[src/rtl/cache_mem_arbiter_pkg.sv]
// Shared types for the i/d-cache to main-memory arbiter.
package rv32i_types;
  localparam int LINE_WIDTH = 256;
  localparam int BEAT_WIDTH = 64;
  localparam int BURST_LEN  = 4;

  typedef enum logic [2:0] {IDLE, RD_CMD, RD_BEAT, WR_BEAT, DONE} arb_state_t;
  typedef enum logic {I_REQ, D_REQ} arb_req_t;
endpackage

[src/rtl/cache_mem_arbiter_line_beat_buffer.sv]
// One cache line held as BURST_LEN beats: parallel load, beat-indexed write and read.
module line_beat_buffer #(
  parameter int BEAT_WIDTH = 64,
  parameter int BURST_LEN  = 4,
  localparam int CNT_W     = $clog2(BURST_LEN)
) (
  input  logic                            clk,
  input  logic                            rst,
  input  logic                            i_load,
  input  logic [BEAT_WIDTH*BURST_LEN-1:0] i_load_line,
  input  logic                            i_beat_we,
  input  logic [CNT_W-1:0]                i_beat_idx,
  input  logic [BEAT_WIDTH-1:0]           i_beat_data,
  output logic [BEAT_WIDTH*BURST_LEN-1:0] o_line,
  output logic [BEAT_WIDTH-1:0]           o_beat
);
  logic [BURST_LEN-1:0][BEAT_WIDTH-1:0] r_line;

  always_ff @(posedge clk) begin
    if (!rst)           r_line <= '0;
    else if (i_load)    r_line <= i_load_line;
    else if (i_beat_we) r_line[i_beat_idx] <= i_beat_data;
  end

  assign o_line = r_line;
  assign o_beat = r_line[i_beat_idx];
endmodule

[src/rtl/cache_mem_arbiter.sv]
// Shares the burst memory port between i-cache and d-cache, one line at a time.
// ARB_ROUND_ROBIN_EN selects round-robin arbitration; otherwise the d-cache has fixed priority.
module cache_mem_arbiter #(
  parameter int BEAT_WIDTH = rv32i_types::BEAT_WIDTH,
  parameter int BURST_LEN  = rv32i_types::BURST_LEN
) (
  input  logic                            clk,
  input  logic                            rst,
  input  logic [31:0]                     i_dfp_addr,
  input  logic                            i_dfp_read,
  input  logic                            i_dfp_write,
  input  logic [BEAT_WIDTH*BURST_LEN-1:0] i_dfp_wdata,
  output logic [BEAT_WIDTH*BURST_LEN-1:0] i_dfp_rdata,
  output logic                            i_dfp_resp,
  input  logic [31:0]                     d_dfp_addr,
  input  logic                            d_dfp_read,
  input  logic                            d_dfp_write,
  input  logic [BEAT_WIDTH*BURST_LEN-1:0] d_dfp_wdata,
  output logic [BEAT_WIDTH*BURST_LEN-1:0] d_dfp_rdata,
  output logic                            d_dfp_resp,
  output logic [31:0]                     bmem_addr,
  output logic                            bmem_read,
  output logic                            bmem_write,
  output logic [BEAT_WIDTH-1:0]           bmem_wdata,
  input  logic                            bmem_ready,
  input  logic [31:0]                     bmem_raddr,
  input  logic [BEAT_WIDTH-1:0]           bmem_rdata,
  input  logic                            bmem_rvalid
);
  import rv32i_types::*;

  localparam int LINE_W = BEAT_WIDTH * BURST_LEN;
  localparam int CNT_W  = $clog2(BURST_LEN);
  localparam int OFF_W  = $clog2(LINE_W / 8);

  arb_state_t         r_state, w_next;
  arb_req_t           r_grant, w_win;
  logic [31:0]        r_addr, w_win_addr;
  logic [CNT_W-1:0]   r_cnt;
  logic               w_i_req, w_d_req, w_any_req, w_win_wr, w_last;
  logic               w_load, w_beat_we;
  logic [LINE_W-1:0]  w_win_wdata, w_line;
  logic [BEAT_WIDTH-1:0] w_beat;

  assign w_i_req   = i_dfp_read | i_dfp_write;
  assign w_d_req   = d_dfp_read | d_dfp_write;
  assign w_any_req = w_i_req | w_d_req;

`ifdef ARB_ROUND_ROBIN_EN
  // r_rr_ptr names the cache that wins the next collision.
  arb_req_t r_rr_ptr;

  always_comb begin
    w_win = D_REQ;
    if (w_i_req && w_d_req) w_win = r_rr_ptr;
    else if (w_i_req)       w_win = I_REQ;
  end

  always_ff @(posedge clk) begin
    if (!rst)                            r_rr_ptr <= D_REQ;
    else if (r_state == IDLE && w_any_req) r_rr_ptr <= (w_win == D_REQ) ? I_REQ : D_REQ;
  end
`else
  assign w_win = w_d_req ? D_REQ : I_REQ;
`endif

  // Write beats read: a dirty line goes back before the refill.
  assign w_win_wr    = (w_win == D_REQ) ? d_dfp_write : i_dfp_write;
  assign w_win_addr  = (w_win == D_REQ) ? d_dfp_addr  : i_dfp_addr;
  assign w_win_wdata = (w_win == D_REQ) ? d_dfp_wdata : i_dfp_wdata;
  assign w_last      = (r_cnt == CNT_W'(BURST_LEN - 1));

  always_comb begin
    w_next = r_state;
    case (r_state)
      IDLE:    if (w_any_req)                w_next = w_win_wr ? WR_BEAT : RD_CMD;
      RD_CMD:  if (bmem_ready)               w_next = RD_BEAT;
      RD_BEAT: if (bmem_rvalid && w_last)    w_next = DONE;
      WR_BEAT: if (bmem_ready && w_last)     w_next = DONE;
      DONE:                                  w_next = IDLE;
      default:                               w_next = IDLE;
    endcase
  end

  always_ff @(posedge clk) begin
    if (!rst) begin
      r_state <= IDLE;
      r_grant <= I_REQ;
      r_addr  <= '0;
      r_cnt   <= '0;
    end else begin
      r_state <= w_next;
      case (r_state)
        IDLE: if (w_any_req) begin
          r_grant <= w_win;
          r_addr  <= {w_win_addr[31:OFF_W], {OFF_W{1'b0}}};
          r_cnt   <= '0;
        end
        RD_BEAT: if (bmem_rvalid) r_cnt <= r_cnt + 1'b1;
        WR_BEAT: if (bmem_ready)  r_cnt <= r_cnt + 1'b1;
        default: ;
      endcase
    end
  end

  assign w_load    = (r_state == IDLE) && w_any_req;
  assign w_beat_we = (r_state == RD_BEAT) && bmem_rvalid;

  line_beat_buffer #(.BEAT_WIDTH(BEAT_WIDTH), .BURST_LEN(BURST_LEN)) u_buf (
    .clk        (clk),
    .rst        (rst),
    .i_load     (w_load),
    .i_load_line(w_win_wdata),
    .i_beat_we  (w_beat_we),
    .i_beat_idx (r_cnt),
    .i_beat_data(bmem_rdata),
    .o_line     (w_line),
    .o_beat     (w_beat)
  );

  assign bmem_read   = (r_state == RD_CMD);
  assign bmem_write  = (r_state == WR_BEAT);
  assign bmem_addr   = (bmem_read | bmem_write) ? r_addr : '0;
  assign bmem_wdata  = bmem_write ? w_beat : '0;
  assign i_dfp_resp  = (r_state == DONE) && (r_grant == I_REQ);
  assign d_dfp_resp  = (r_state == DONE) && (r_grant == D_REQ);
  assign i_dfp_rdata = w_line;
  assign d_dfp_rdata = w_line;

  logic w_unused_ok;
  assign w_unused_ok = ^{i_dfp_addr[OFF_W-1:0], d_dfp_addr[OFF_W-1:0], bmem_raddr};

`ifndef SYNTHESIS
  a_raddr: assert property (@(posedge clk) disable iff (!rst)
    (r_state == RD_BEAT && bmem_rvalid) |-> (bmem_raddr == r_addr));
  a_line_w: assert property (@(posedge clk) LINE_W == LINE_WIDTH);
`endif
endmodule

[config.mk]
export PLATFORM = sky130hd
export DESIGN_NAME = cache_mem_arbiter
export DESIGN_NICKNAME = d
export VERILOG_FILES = /design/src/rtl/cache_mem_arbiter_pkg.sv /design/src/rtl/cache_mem_arbiter_line_beat_buffer.sv /design/src/rtl/cache_mem_arbiter.sv
export SDC_FILE = /design/constraint.sdc
export NUM_CORES = 1
export LEC_CHECK = 0
export ABC_AREA = 1
export CAP_MARGIN = 20
export CORE_AREA = 2 2 507 509
export DETAILED_ROUTE_END_ITERATION = 10
export DIE_AREA = 0 0 509 511
export PLACE_DENSITY = 0.3
export SYNTH_ARGS = -nofsm -noshare
export SYNTH_HDL_FRONTEND = slang
export SYNTH_HIERARCHICAL = 1
export SYNTH_SLANG_ARGS = --single-unit
[constraint.sdc]
create_clock -name clk -period 3.3 [get_ports clk]
set_input_delay 0.66 -clock clk [delete_from_list [all_inputs] [get_ports clk]]
set_output_delay 0.66 -clock clk [all_outputs]
set_load 0.03 [all_outputs]
---- Yosys cells after proc, flatten, opt, wreduce, memory -nomap -nowiden ----
Index checks and enable logic that the tools add are counted.
storage, ports and cells
  register bits ........................... 289
  bits of input ports ..................... 680
  output and inout port bits .............. 612
  logic and storage cells ................. 63
operators by class
  add/subtract/negate cells ............... 1
  $lt $le $gt $ge ......................... 2
  equality and inequality tests ........... 11
  muxes and demuxes ....................... 23
  bitwise logic cells ..................... 5
  reduce and logical (&&, ||, !) cells .... 13
operators with widths
  cell                                                                   number
  256-bit 2-to-1 mux                                                     3
  256-bit bitwise mux                                                    1
  64-bit 2-to-1 mux                                                      3
  64-bit binary-select mux with 2-bit select                             1
  64-bit demux with 2-bit select                                         1
  32-bit 2-to-1 mux                                                      2
  3-bit 2-to-1 mux                                                       4
  3-bit case mux with 4 select lines                                     1
  2-bit 2-to-1 mux                                                       4
  4-bit AND reduction                                                    2
  1-bit logical AND                                                      7
  3-bit by 2-bit == test with 1-bit output, second input constant        2
  2-bit by 1-bit != test with 1-bit output, second input constant        3
  2-bit != test, second input constant                                   3
  2-bit case mux with 3 select lines                                     1
  1-bit bitwise OR                                                       4
  3-bit by 1-bit == test with 1-bit output, second input constant        1
  3-bit == test, second input constant                                   1
  3-bit zero test                                                        1
  2-bit by 3-bit < comparator with 1-bit output, second input constant   1
  3-bit nonzero test                                                     1
  2-bit by 1-bit adder with 2-bit output, second input constant          1
  2-bit == test, second input constant                                   1
  2-bit by 1-bit >= comparator with 1-bit output, second input constant  1
  4 further kinds                                                        5

---- Depth between registers and ports, before layout ----
Gate-level depths: netlist of the first run.
  depth in word-level cells ............... 7
  mapped depth ............................ 16
  mapped depth without buffers ............ 11

---- Cells and area by module ----
Netlist of the first run, hierarchy kept.
modules (own cells, without submodules)
  module             instances  cells each  area each (um^2)
  line_beat_buffer   1          2919        15927.8
  cache_mem_arbiter  1          1541        7553.5

---- Least setup slack after synthesis of the first run ----
Ideal clock, no wire load.
  kind .................................... register -> output
  from .................................... register r_cnt[0]
  to ...................................... output port bmem_wdata[62]
  data arrival time ....................... 1.633 ns
  setup slack ............................. 1.007 ns
  stages on the path, launching flop included .. 10
  cell sequence ........................... dfxtp_1 -> buf_4 -> inv_1 -> nor2_1 -> buf_2 -> buf_2 -> nand2_1 -> nand4_1 -> inv_1 -> nor2_1
between the ends
  longest elaborated chain between the ends .. 3
RTL lines
  element                                     RTL line                                  source
  start, declared                             cache_mem_arbiter.sv:39                   logic [CNT_W-1:0] r_cnt;
  start signal, assigned                      cache_mem_arbiter.sv:99                   RD_BEAT: if (bmem_rvalid) r_cnt <= r_cnt + 1'b1;
  start signal, assigned                      cache_mem_arbiter.sv:100                  WR_BEAT: if (bmem_ready) r_cnt <= r_cnt + 1'b1;
  64-bit binary-select mux with 2-bit select  cache_mem_arbiter_line_beat_buffer.sv:26  assign o_beat = r_line[i_beat_idx];
  64-bit 2-to-1 mux (not written as such)     cache_mem_arbiter_line_beat_buffer.sv:26
  named net w_beat[62]                        cache_mem_arbiter.sv:43                   logic [BEAT_WIDTH-1:0] w_beat;
  64-bit 2-to-1 mux                           cache_mem_arbiter.sv:124                  assign bmem_wdata = bmem_write ? w_beat : '0;
  end, declared                               cache_mem_arbiter.sv:24                   output logic [BEAT_WIDTH-1:0] bmem_wdata,
The timed path passes the listed nets, and every way through them passes these cells. The select of a mux whose other input is x is not followed.

---- Final worst setup path of the first run ----
  from .................................... register r_cnt[1]
  to ...................................... output port bmem_wdata[43]
Same word-level chain as after synthesis.

==> results of run 1 <==
[kinds of logic after synthesis]
group,after synthesis
AO/OA/AOI/OAI,158
adder cells (fa/ha/maj),1
buffers and inverters,968
flip-flops,289
other,1
AND/OR/NAND/NOR,3043
[registers in the layout, summed over array words and instances (netlist names)]
register	count
r_grant	1
r_state	3
r_cnt	2
u_buf/o_line	256
r_addr	27
[metal layers]
layer	vias to the layer above	share of wire, %
met1	14530	43
met3	247	9.1
met4	80	1.5
li1	14860	-
met2	1338	47
met5	-	0.24
[final timing paths]
path                            from                              to  slack [ns]  depth (start not counted)
min          r_addr[31]$_SDFFE_PN0P_         r_addr[31]$_SDFFE_PN0P_        0.45                          2
min reg2reg  r_addr[31]$_SDFFE_PN0P_         r_addr[31]$_SDFFE_PN0P_        0.45                          2
max            r_cnt[1]$_SDFFE_PN0P_                  bmem_wdata[43]        0.08                         11
max reg2reg  r_state[1]$_SDFFE_PN0P_  u_buf/o_line[227]$_SDFFE_PN0P_        0.82                         12
[power breakdown]
group / leakage [nW] / switching [mW] / internal (mW)
clock network: 0.828 / 2.33 / 3.40
logic: 15.4 / 19.1 / 10.5
registers: 2.40 / 2.71 / 5.05
total: 18.7 / 24.2 / 18.9
[critical path, delay by kind of cell, from the launching register on]
family / cells / cell delay, ns
flops: 1 / 0.36
simple gates: 3 / 0.21
compound gates: 1 / 0.17
buf+inv: 7 / 1.08
[synth_stat cells]
cell	number	share of area, %
a21oi_1	79	1.7
a22oi_1	48	1.5
buf_1	2	0.032
buf_2	157	3.3
buf_4	286	9.1
buf_6	15	0.72
clkbuf_1	71	1.1
clkbuf_2	2	0.043
conb_1	1	0.016
dfxtp_1	289	25
ha_1	1	0.053
inv_1	429	6.9
inv_2	6	0.096
nand2_1	2075	33
nand2_2	6	0.16
nand3_1	200	4.3
nand3_2	2	0.085
nand4_1	16	0.43
nor2_1	742	12
nor2_2	1	0.027
nor2_4	1	0.048
o21ai_0	31	0.66
[stage by stage]
stage / std cells / hold slack, ns / TNS [ns] / utilization [%]
floorplan: 4464 / 0.4294 / 0 / -
global placement: 8705 / 0.4392 / -0.1434 / 15.18
detailed placement: 8705 / 0.4451 / -0.1622 / 15.18
CTS: 8805 / 0.4182 / -0.01709 / 15.92
global route: 8822 / 0.4654 / -0.01126 / 15.99
finish: 8841 / 0.4524 / 0 / 16.01
[what timing repair did]
action,CTS,global route
pin swaps,4,2
endpoints found under the setup margin,91,28
gates resized for setup,22,17
cloned,2,2
buffers inserted,8,6
[final cells by class]
type / count / area (µm²)
Fill cell: 29590 / 214400
Clock inverter: 19 / 236.5
Tap cell: 3384 / 4234
Inverter: 435 / 1665
Antenna cell: 28 / 70.07
Clock buffer: 71 / 1440
Multi-Input combinational cell: 3207 / 12840
Timing Repair Buffer: 1408 / 14590
Sequential cell: 289 / 5793
==> flow_summary.json, run 1 <==
{
  "outcome": "finished, final reports clean",
  "drt_pre_antenna_iters": 5,
  "drc": 0,
  "synthAdderAreaFrac_pct": 0.05329,
  "worst_hold_path_type": "reg2reg",
  "num_rows": 186,
  "h-tree-depth": 2,
  "cpPeakStageDelay_ns": 0.36,
  "vdd_drop_max_mv": 1.079,
  "syn_area_mm2": 0.02348,
  "fin_nets": 6071,
  "worstSkewPairLatency_ns": 0.66,
  "portBuffers": 1244,
  "drt_wl_total_um": 228700,
  "finalHoldViolCount": 0,
  "drt_iter0_markers": 1883,
  "drv_slew": 0,
  "postRouteAntennaNets": 0,
  "tightest_slew_ns": 0.8441,
  "root_buffer": "clkbuf_16",
  "antenna_found_initial": 139,
  "io_pins": 1292,
  "syn_to_final_growth_pct": 74.06,
  "endpoint_kind": "output pin",
  "grt_pass1_vias": 30370,
  "globalRoute.busiestLayer": "met2",
  "die-area_mm2": 0.2601,
  "use_met2_pct": 28.20,
  "wl_per_cell_um": 25.87,
  "setup_viol_count_final": 0,
  "yosys.cell_types.count": 22,
  "met1_usage_pct": 20.90,
  "cts.sink_count": 289,
  "vias_per_cell": 3.512,
  "critPathKind": "reg2out",
  "synth_compound_area_share_pct": 3.879,
  "gp_congestion": 0.8488,
  "min_period_ns": 3.220,
  "core_mm2": 0.2553,
  "fmax_mhz": 310.6,
  "most-common-layout-cells": "nand2_1, clkdlybuf4s50_1, nor2_1",
  "grt_max_degree": 108,
  "fin_crit_sh_pct": 97.57,
  "avgSynthCellArea_um2": 5.265,
  "vias": 31050,
  "start_kind": "flop",
  "maxCapViolations": 0,
  "gr-total-overflow": 0,
  "stdcell_area_mm2": 0.04087,
  "slew_headroom_pct": 43.72,
  "met3_usage_pct": 5.674,
  "rsz0062_at_grt": "yes",
  "synth_top_family_by_area": "simple AND/OR/NAND/NOR gates",
  "muxShareOfSynthArea_pct": 0,
  "power.total_mw": 43.07,
  "finClkSkew_ns": 0.03243,
  "cts_tree": "yes",
  "crit_path_frequent_cell": "buf_12",
  "slowest_stage": "dfxtp_4",
  "required_ns": 2.64,
  "clockBufferDepth": 3,
  "grt_pass1_wl_um": 294800,
  "ys_warn_count": 6,
  "worst_slack_ns": 0.08009,
  "path_clk_slew_ns": 0.06,
  "ys_seq_elements": 289,
  "grt_util_all_layers_pct": 16.83,
  "p_per_area_mw_per_mm2": 1054,
  "yosys.area_share.xor_xnor_pct": 0,
  "place_ws_ns": -0.03000,
  "crit_chain": "buf_8 -> inv_1 -> nor2_4 -> buf_12 -> buf_16 -> buf_12 -> a21oi_1 -> nand2_1 -> inv_1 -> nor2_2 -> buf_12",
  "die_height_um": 511,
  "cp_max_fo": 13,
  "p_leak_nw": 18.67,
  "cts_hold_buffers": 0,
  "start_util_pct": 9.198,
  "layout-drive-gt1-share_pct": 6.428,
  "cts_buffers": 49,
  "cp.arrival_ns": 2.56,
  "final_common_cell": "nand2_1",
  "dp_hpwl_um": 184400,
  "die_w_um": 509,
  "synthSimpleGateAreaFrac_pct": 50.04,
  "synth_cells": 4460,
  "seq_area_frac_synth_pct": 24.64,
  "postPlaceCellArea_mm2": 0.03875
}
Note: power is estimated with default switching activity, not from simulation.
==> run 2, diff against run 1 <==
MAX_ROUTING_LAYER = met4   (was not set)
==> flow_summary.json, run 2 (synthesis gave the netlist of run 1 again) <==
{
  "switching_share_pct": 56.07,
  "die-area_mm2": 0.2601,
  "worst-path-buf-inv": 7,
  "vias": 30870,
  "start_kind": "flop",
  "stdcell_area_mm2": 0.04097,
  "grt_pass1_wl_um": 294400,
  "cts_buffers": 49,
  "dp_hpwl_um": 184400,
  "most-common-layout-cells": "nand2_1, clkdlybuf4s50_1, nor2_1",
  "cts_hold_buffers": 0,
  "die_height_um": 511,
  "tightest_slew_ns": 0.8430,
  "slew_headroom_pct": 43.80,
  "path_clk_slew_ns": 0.06,
  "fin_crit_sh_pct": 97.37,
  "clockBufferDepth": 3,
  "gp_congestion": 0.8621,
  "syn_to_final_growth_pct": 74.50,
  "core_mm2": 0.2553,
  "top_layer_used": "met4",
  "hold_ws_ns": 0.4513,
  "placed_cells": 8705,
  "worst_hold_path_type": "reg2reg",
  "cts_tree": "yes",
  "finClkSkew_ns": 0.03237,
  "grt_pass1_vias": 30410,
  "p_leak_nw": 18.67,
  "die_w_um": 509,
  "maxCapViolations": 0,
  "cp_max_fo": 13,
  "power.switching_mw": 24.14,
  "portBuffers": 1244,
  "worstHoldStart": "r_addr[27]$_SDFFE_PN0P_",
  "min_period_ns": 3.213,
  "finalHoldViolCount": 0,
  "postPlaceCellArea_mm2": 0.03875,
  "drt_wl_total_um": 228700,
  "endpoint_kind": "output pin",
  "start_util_pct": 9.198,
  "fin_tns_setup_ns": 0,
  "slowest_stage": "dfxtp_4",
  "setup_viol_count_final": 0,
  "vias_per_cell": 3.475,
  "n_fill_cell": 29570,
  "drt_pre_antenna_iters": 7,
  "drc": 0,
  "grt_max_degree": 108,
  "wl_met3_um": 19320,
  "p_int_mw": 18.91,
  "final_common_cell": "nand2_1",
  "rsz0062_at_grt": "yes",
  "gr-total-overflow": 0,
  "wl_per_cell_um": 25.74,
  "worstSkewPairLatency_ns": 0.66,
  "required_ns": 2.64,
  "vdd_drop_max_mv": 1.081,
  "critPathKind": "reg2out",
  "layout-drive-gt1-share_pct": 6.428,
  "outcome": "finished, final reports clean",
  "crit_path_frequent_cell": "buf_12",
  "crit-reg2reg-launch": "r_state[1]$_SDFFE_PN0P_",
  "critPathTopFamily": "buffers and inverters",
  "io_pins": 1292,
  "power.share.clock_pct": 13.2,
  "grt_util_all_layers_pct": 17.32,
  "pwr-share-comb_pct": 68.7,
  "fin_nets": 6071,
  "num_rows": 186,
  "cp-startpoint": "r_cnt[1]$_SDFFE_PN0P_",
  "cp.arrival_ns": 2.55,
  "crit_chain": "buf_8 -> inv_1 -> nor2_4 -> buf_12 -> buf_16 -> buf_12 -> a21oi_1 -> nand2_1 -> inv_1 -> nor2_2 -> buf_12",
  "p_per_area_mw_per_mm2": 1051,
  "h-tree-depth": 2,
  "fmax_mhz": 311.2,
  "postRouteAntennaNets": 0,
  "largest_register_ffs": 256,
  "fin_cells": 8882,
  "power_frac_seq_pct": 18.1,
  "drv_slew": 0,
  "antenna_found_initial": 137,
  "wl_met2_um": 106500,
  "drt_iter0_markers": 1920,
  "root_buffer": "clkbuf_16",
  "routedLengthMet1_um": 99490,
  "cts.sink_count": 289,
  "cpPeakStageDelay_ns": 0.36
}
==> run 2: what timing repair did <==
action | CTS | global route
pin swaps | 4 | 2
cloned | 2 | 2
resized for setup | 22 | 17
buffers inserted | 8 | 6
setup endpoints to repair | 91 | 26
==> run 2: final timing paths <==
kind,end,slack [ns],cells after the start
worst max-delay path,bmem_wdata[43],0.09,11
worst min-delay path,r_addr[27]$_SDFFE_PN0P_,0.45,2
worst max register to register,u_buf/o_line[227]$_SDFFE_PN0P_,0.83,12
worst min register to register,r_addr[27]$_SDFFE_PN0P_,0.45,2
==> run 2: metrics by stage <==
step           power (mW)  setup slack, ns  util, %
2_1_floorplan       23.65            1.007        -
3_5_place_dp        37.10         -0.03000    15.18
5_1_grt             45.99        -0.009400    16.04
3_3_place_gp        37.15         -0.02141    15.18
6_report            43.04          0.08681    16.05
4_1_cts             43.67         -0.01642    15.92
==> run 2: final cells by class <==
| type | count | area (µm²) | area share, % |
|---|---|---|---|
| Sequential cell | 289 | 5793 | 14.14 |
| Inverter | 435 | 1665 | 4.064 |
| Antenna cell | 69 | 172.7 | 0.4214 |
| Multi-Input combinational cell | 3207 | 12840 | 31.35 |
| Clock inverter | 19 | 236.5 | 0.5771 |
| Tap cell | 3384 | 4234 | 10.33 |
| Timing Repair Buffer | 1408 | 14590 | 35.60 |
| Clock buffer | 71 | 1440 | 3.515 |
==> run 2: layer usage <==
| metal | GRT usage, % | vias to the layer above |
|---|---|---|
| met5 | - | - |
| met4 | 2.732 | 0 |
| met3 | 5.600 | 185 |
| met2 | 28.34 | 1344 |
| met1 | 20.90 | 14410 |
| li1 | - | 14920 |
==> run 2: worst reg2reg max path, stage by stage (launching register included) <==
cell and delay (ns):
dfxtp_1 0.37, nor2_1 0.17, nand2_1 0.14, inv_2 0.10
nand2_2 0.09, inv_8 0.24, inv_8 0.09, nand2_2 0.31
nand2_8 0.28, buf_12 0.30, nand2_1 0.15, nand2_1 0.05
nor2_1 0.10
==> run 2: power by group through the flow <==
stage                     registers (mW)  logic (mW)  clock network, mW
after global placement              7.88        29.3                  0
after CTS                           7.88        29.8               5.97
final                               7.77        29.6               5.70
after floorplan                     8.80        14.8                  0
after global routing                7.96        32.0               6.03
after detailed placement            7.93        29.2                  0
